`src/rtl/unsigned_16by8_divider_seq.sv`:
```
// ---------------------------------------------------------------------------
// unsigned_16by8_divider_seq
//
// Sequential restoring divider. It divides a DW-bit unsigned dividend by a
// VW-bit unsigned divisor and resolves one quotient bit per clock. Valid/ready
// handshakes are used on both the input side and the output side.
//
// Ports
//   clk          rising-edge clock
//   rst          synchronous reset, active high
//   in_valid     dividend/divisor presented by the producer
//   in_ready     high only in IDLE; an operation is accepted on in_valid&&in_ready
//   dividend     DW-bit unsigned dividend
//   divisor      VW-bit unsigned divisor
//   out_valid    result held in DONE until the consumer takes it
//   out_ready    consumer accepts the result
//   quotient     DW-bit unsigned quotient (ZQ on divide-by-zero)
//   remainder    VW-bit unsigned remainder (low dividend bits on divide-by-zero)
//   div_by_zero  the held result came from a divisor of 0
// ---------------------------------------------------------------------------
module unsigned_16by8_divider_seq #(
  parameter int              DW = 16,
  parameter int              VW = 8,
  parameter logic [DW-1:0]   ZQ = '1
) (
  input  logic          clk,
  input  logic          rst,
  input  logic          in_valid,
  output logic          in_ready,
  input  logic [DW-1:0] dividend,
  input  logic [VW-1:0] divisor,
  output logic          out_valid,
  input  logic          out_ready,
  output logic [DW-1:0] quotient,
  output logic [VW-1:0] remainder,
  output logic          div_by_zero
);

  localparam int CW = $clog2(DW + 1);

  localparam logic [1:0] IDLE = 2'd0;
  localparam logic [1:0] CALC = 2'd1;
  localparam logic [1:0] DONE = 2'd2;

  logic [1:0]    state;
  logic [DW-1:0] dividend_sr;
  logic [VW-1:0] divisor_r;
  logic [VW:0]   partial_rem;
  logic [CW-1:0] count;

  logic [VW+1:0] shifted;
  logic [VW+1:0] diff;
  logic          trial_neg;
  logic [VW:0]   rem_next;
  logic [DW-1:0] q_next;

  assign in_ready  = (state == IDLE);
  assign out_valid = (state == DONE);

  // One restoring step. The partial remainder is always below the divisor, so
  // the shifted value is below 2*divisor. The extra top bit of diff is
  // therefore a clean borrow flag.
  always_comb begin
    shifted   = {1'b0, partial_rem[VW-1:0], dividend_sr[DW-1]};
    diff      = shifted - {2'b00, divisor_r};
    trial_neg = diff[VW+1];
    rem_next  = trial_neg ? shifted[VW:0] : diff[VW:0];
    q_next    = {dividend_sr[DW-2:0], ~trial_neg};
  end

  // The dividend shift register fills with quotient bits from the LSB as the
  // dividend bits leave through the MSB. After DW steps it holds the quotient.
  always_ff @(posedge clk) begin
    if (rst) begin
      state       <= IDLE;
      dividend_sr <= '0;
      divisor_r   <= '0;
      partial_rem <= '0;
      count       <= '0;
      quotient    <= '0;
      remainder   <= '0;
      div_by_zero <= 1'b0;
    end else begin
      case (state)
        IDLE: begin
          if (in_valid) begin
            dividend_sr <= dividend;
            divisor_r   <= divisor;
            partial_rem <= '0;
            count       <= CW'(DW);
            if (divisor == '0) begin
              quotient    <= ZQ;
              remainder   <= dividend[VW-1:0];
              div_by_zero <= 1'b1;
              state       <= DONE;
            end else begin
              state <= CALC;
            end
          end
        end
        CALC: begin
          dividend_sr <= q_next;
          partial_rem <= rem_next;
          count       <= count - CW'(1);
          if (count == CW'(1)) begin
            quotient    <= q_next;
            remainder   <= rem_next[VW-1:0];
            div_by_zero <= 1'b0;
            state       <= DONE;
          end
        end
        DONE: begin
          if (out_ready) begin
            state <= IDLE;
          end
        end
        default: state <= IDLE;
      endcase
    end
  end

endmodule

```
`config.mk`:
```
export PLATFORM = sky130hd
export DESIGN_NAME = unsigned_16by8_divider_seq
export DESIGN_NICKNAME = d
export VERILOG_FILES = /design/src/rtl/unsigned_16by8_divider_seq.sv
export SDC_FILE = /design/constraint.sdc
export NUM_CORES = 1
export LEC_CHECK = 0
export CAP_MARGIN = 20
export CORE_UTILIZATION = 56
export DETAILED_ROUTE_END_ITERATION = 10
export PLACE_DENSITY = 0.84
export SLEW_MARGIN = 40
export SYNTH_ARGS = -nofsm -noshare
export SYNTH_HDL_FRONTEND = slang
export SYNTH_SLANG_ARGS = --single-unit
```
`constraint.sdc`:
```
create_clock -name clk -period 6.1 [get_ports clk]
set_input_delay 0.61 -clock clk [delete_from_list [all_inputs] [get_ports clk]]
set_output_delay 0.61 -clock clk [all_outputs]
set_load 0.005 [all_outputs]
```
==> flow_summary.yaml, run 1 <==
synthesis:
  synthArstFlopShare: 0
  syn_avg_cell_area_um2: 8.04
  synth_top_area_share: 0.424
  synth_area_leaders: "dfxtp_1, nor2_1, nand2_1, a311oi_1, a211oi_1"
  syn_area_um2: 3020
  yosysSeqAreaShare: 0.424
  ys.flop_type: "dfxtp_1"
  synth_cell_types: 46
  synth_cells: 376
  ys_ff_latch: 64
  syn-num-nets: 415
  synth_edf_count: 0
  synth_top_cell_by_area: "dfxtp_1"
  yosys_warnings: 0
critical_path:
  critical_path.top_delay_family: "buffers and inverters"
  criticalPathCategory: "input pin to register"
  crit_chain: "clkdlybuf4s50_1 -> nor2_1 -> or2_1 -> a211oi_4 -> buf_4 -> inv_1 -> o41ai_2"
  required_ns: 6.34
  cp.arrival_ns: 2.74
  critPathSlowestCell: "clkdlybuf4s50_1"
  end_kind: "register"
  crit_path_start_kind: "input pin"
  crit_fanout: 47
  slowest_delay_ns: 0.49
  path_buf_inv: 3
clock_tree:
  clk_latency_ns: 0.34
  post_cts_buffers: 0
  cts-root-buf: "clkbuf_8"
  cts.sink_count: 64
  path_clk_slew_ns: 0.06
  ctsHoldBuffers: 0
  h-tree-depth: 3
  cts_made_buffers: 9
  cts_buffer_depth: 2
  cts.repair.resized: 0
  cts_tree: "done"
place:
  gp_congestion: 0.896
  hpwlAfterDp_um: 4790
  place_ws_ns: 3.27
  io_buffers: 54
sta:
  tns_ns: 0
  fmax_mhz: 400
  maxSlewHeadroom: 0.542
  fin_crit_ns: 2.50
  hold_viol_final: 0
  finalHoldWorstSlack_ns: 0.457
  worst_slack_ns: 3.60
  rsz0062_at_grt: "false"
  finalSetupViolCount: 0
  final_max_slew_viol_count: 0
  skew_ns: 0.00855
  tightest_slew_ns: 0.686
  finalCritPeriodShare: 0.409
worst_hold_path:
  hold_path.class: "register to register"
final_layout:
  n_antenna_cell: 0
  final_nets: 458
  area_growth_pct: 23.9
  fill_cells: 425
  drive_gt1_frac: 0.0804
flow_run:
  max_cap_viol_count: 0
routing:
  initialDrtViolationCount: 219
  vias: 2779
  ant_nets: 0
  drc_errors: 0
  routed_wl_um: 7230
  drt_pass1_iterations: 4
  via_per_inst: 5.64
  routedWlPerCell_um: 14.7
grt:
  overflow: 0
  grt_antenna_before_repair: 0
  grt_pass1_wl_um: 11800
  grt_max_degree: 67
  grt_usage: 0.275
  grt_pass1_vias: 2563
floorplanning:
  die_width_um: 75.5
  core_um2: 5140
  fp.dieH_um: 75.5
  rows: 26
  num_io_pins: 55
  initial_core_util: 0.588
  die_area_um2: 5700
power_and_ir_drop:
  powerDensity_nw_per_um2: 324
  irDropWorstVdd_mv: 0.271
  p_total_mw: 1.21
  p_leak_nw: 1.40
run_status:
  status: "complete, no violations"
[tightest hold or removal path, cell delays in order, from the launching register on]
cell     delay, ns
dfxtp_1       0.31
nand2_1       0.05
a21oi_1       0.05
[area by class of cell]
type,count,area [um^2],area share
clock buffers,11,151,0.0404
clock inverters,4,20.0,0.00534
inverters,14,52.6,0.0140
multi-input cells,272,1590,0.424
flip-flops and latches,64,1280,0.342
well taps,70,87.6,0.0234
repair buffers,58,566,0.151
[Yosys cell counts, drive strengths merged, types with 4 or more instances]
| cell type | number |
|---|---|
| xnor2 | 4 |
| dfxtp | 64 |
| buf | 9 |
| clkbuf | 17 |
| nand2 | 64 |
| or2 | 4 |
| nor3 | 5 |
| a21oi | 26 |
| ha | 10 |
| inv | 14 |
| a211oi | 21 |
| o21ai | 8 |
| a311oi | 23 |
| nor2 | 70 |
[path summary, 6_finish.rpt]
check,start,to,slack [ns],cells past startpoint
worst max-delay path,in_valid,remainder[5],3.60,7
worst min-delay path,divisor_r[3],divisor_r[3],0.46,2
worst max register to register,divisor_r[1],remainder[3],3.70,8
worst min register to register,divisor_r[3],divisor_r[3],0.46,2
[registers in the layout, summed over array words and instances (netlist names)]
| name | count |
|---|---|
| dividend_sr | 16 |
| partial_rem | 8 |
| divisor_r | 8 |
| div_by_zero | 1 |
| state | 2 |
| remainder | 8 |
| count | 5 |
| quotient | 16 |
[placed cells by master (no fill, tap or decap), types with 2 or more instances in the layout]
master and instances:
nor2_1 68, clkbuf_8 11, a211oi_1 20, a21oi_1 26
buf_4 4, nand3_1 2, nor3_1 5, a311oi_1 22
clkinv_2 4, dfxtp_1 64, or2_2 3, a31oi_1 3
a211o_1 2, inv_1 14, ha_1 10, nor2b_1 2
nand2_1 64, a21o_1 2, nor4_1 3, mux2_2 2
nor2_4 2, o21ai_0 8, xnor2_1 4, clkdlybuf4s50_1 53
nand3b_1 3
[through the flow]
step	util	instance area, um^2	std cells
final	0.729	3750	493
after CTS	0.729	3750	493
after global placement	0.695	3570	478
after floorplan	-	3020	376
after global routing	0.729	3750	493
after detailed placement	0.696	3580	478
[logic make-up after synthesis]
family | Yosys count | share of synthesized area
compound gates | 96 | 0.232
xor+xnor | 4 | 0.0116
fa+ha+maj | 11 | 0.0480
buf+inv | 40 | 0.0567
flops | 64 | 0.424
mux | 2 | 0.00745
simple gates | 159 | 0.221
[layer usage]
metal  GRT usage  part of all wire  up-vias
li1            -                 -     1407
met1       0.365              0.45     1291
met2       0.448              0.49       70
met3      0.0423             0.042       11
met4       0.113             0.014        0
met5           0                 0        -
[power breakdown]
part	leakage [nW]	switching, mW	internal, mW	total (mW)
Combinational	0.778	0.211	0.175	0.386
Sequential	0.526	0.0378	0.470	0.508
Clock	0.0947	0.157	0.164	0.321
Total	1.40	0.406	0.809	1.21
No activity file was read; power rests on OpenSTA's default activity.
==> run 2, diff against run 1 <==
- CORE_UTILIZATION: 56 -> 52
- PLACE_DENSITY: 0.84 -> 0.79
- clock period: 6.1 -> 2.6 ns (I/O delays scaled with it)
==> run 2 against run 1 <==
Total power grew 140%. Setup slack lost 3.3 ns. Sequential share of layout area shrank 0.67 points. Die area grew 7.5%. Clock-buffer cell count shrank 1. Wire length shrank 1.9%. Final cell count grew 1.2%. Sequential cell count is the same. Sequential power grew 130%. Register-to-register slack lost 3.4 ns. Critical path type is now register to register. Largest power group unchanged.
==> flow_summary.yaml, run 2 (synthesized netlist as in run 1, its figures left out) <==
grt:
  grt_usage: 0.249
  grt_max_degree: 48
  grt_antenna_before_repair: 0
  overflow: 0
  grt_pass1_vias: 2558
  grt_pass1_wl_um: 11800
place:
  io_buffers: 54
  placed_cells: 483
  placed_cell_area_um2: 3620
  hpwlAfterDp_um: 4840
  gp_congestion: 0.862
clock_tree:
  cts_made_buffers: 9
  cts_tree: "done"
  path_clk_slew_ns: 0.07
  clk_latency_ns: 0.34
  ctsHoldBuffers: 0
  cts-root-buf: "clkbuf_8"
  post_cts_buffers: 0
  cts.repair.resized: 0
  cts.sink_count: 64
  h-tree-depth: 3
  cts_buffer_depth: 2
critical_path:
  cp.arrival_ns: 2.55
  timing.rr.start: "divisor_r[1]"
  crit_path_start_kind: "register"
  critical_path.top_delay_family: "compound AO/OA/AOI/OAI gates"
  reg2reg_depth: 8
  end_kind: "register"
  path_buf_inv: 1
  crit_fanout: 9
  criticalPathCategory: "register to register"
  slowest_delay_ns: 0.38
  crit_chain: "inv_1 -> ha_1 -> nor2b_1 -> o31a_1 -> o211a_4 -> nor2_4 -> mux2_2 -> a311oi_1"
  required_ns: 2.85
  reg2reg_to: "remainder[3]"
  reg2reg_slack_ns: 0.30
  critPathSlowestCell: "mux2_2"
final_layout:
  final_cell_area_um2: 3820
  reg.largest.list: "dividend_sr x16, quotient x16"
  area_growth_pct: 26.4
  layout_commonest_cell: "nor2_1"
  n_antenna_cell: 0
  drive_gt1_frac: 0.0867
  final_nets: 461
  layout_common_cells: "nor2_1, nand2_1, dfxtp_1"
  final_cells: 499
flow_run:
  max_cap_viol_count: 0
floorplanning:
  num_io_pins: 55
  initial_core_util: 0.546
  rows: 27
  fp.dieH_um: 78.3
  core_um2: 5540
  die_width_um: 78.3
  die_area_um2: 6120
routing:
  initialDrtViolationCount: 190
  drc_errors: 0
  routedWlPerCell_um: 14.2
  ant_nets: 0
  routed_wl_um: 7090
  drt_pass1_iterations: 4
  via_per_inst: 5.61
  vias: 2801
worst_hold_path:
  worstHoldEndpoint: "divisor_r[6]"
  hold_depth: 2
  hold_path.class: "register to register"
  hold_start: "divisor_r[6]"
sta:
  tightest_slew_ns: 0.725
  rsz0062_at_grt: "false"
  fin_crit_ns: 2.30
  final_max_slew_viol_count: 0
  tns_ns: 0
  finalSetupViolCount: 0
  finalCritPeriodShare: 0.883
  skew_ns: 0.00885
  hold_viol_final: 0
  maxSlewHeadroom: 0.517
  fmax_mhz: 435
run_status:
  status: "complete, no violations"
power_and_ir_drop:
  powerDensity_nw_per_um2: 778
  irDropWorstVdd_mv: 0.460
  p_leak_nw: 1.43
run 2: power breakdown:
group          internal (mW)  leakage (nW)  switching (mW)  total, mW
Sequential              1.10         0.526          0.0855       1.19
Clock                  0.474         0.107           0.405      0.879
Combinational          0.425         0.799           0.482      0.907
Total                   2.00          1.43           0.973       2.97
run 2: layout make-up:
| class | instances | area, um^2 |
|---|---|---|
| repair buffers | 61 | 613 |
| clock inverters | 6 | 66.3 |
| fillers | 488 | 1720 |
| inverters | 14 | 52.6 |
| multi-input cells | 272 | 1580 |
| flip-flops and latches | 64 | 1280 |
| well taps | 72 | 90.1 |
| clock buffers | 10 | 138 |
run 2: layer usage:
layer  track usage  wire length, um  vias up
met3        0.0488              313       11
met1         0.320             3280     1301
met5             0                0        -
li1              -                -     1407
met2         0.405             3370       82
met4         0.106              115        0
run 2: how the worst max path moves through the flow:
stage	start	end	slack, ns	cells after the start
6_report	divisor_r[1]	remainder[3]	0.30	8
5_1_grt	dividend_sr[15]	partial_rem[6]	0.10	10
4_1_cts	divisor_r[1]	remainder[3]	0.31	8
3_5_place_dp	divisor_r[1]	remainder[3]	0.32	8
3_3_place_gp	divisor[0]	remainder[5]	0.38	7
2_1_floorplan	divisor_r[1]	remainder[1]	0.48	8
run 2: tightest hold or removal path: cells and delay by family (launching register included):
family | cells | cell delay [ns]
and+or+nand+nor | 1 | 0.05
DFF | 1 | 0.31
AOI/OAI and AO/OA | 1 | 0.05
run 2: through the flow:
stage / power (mW) / util / hold slack, ns / setup WS [ns]
4_1_cts: 2.98 / 0.690 / 0.453 / 0.313
6_report: 2.97 / 0.690 / 0.456 / 0.304
3_5_place_dp: 2.10 / 0.653 / 0.448 / 0.323
3_3_place_gp: 2.08 / 0.653 / 0.444 / 0.379
2_1_floorplan: 1.82 / - / 0.396 / 0.476
5_1_grt: 3.15 / 0.690 / 0.486 / 0.104
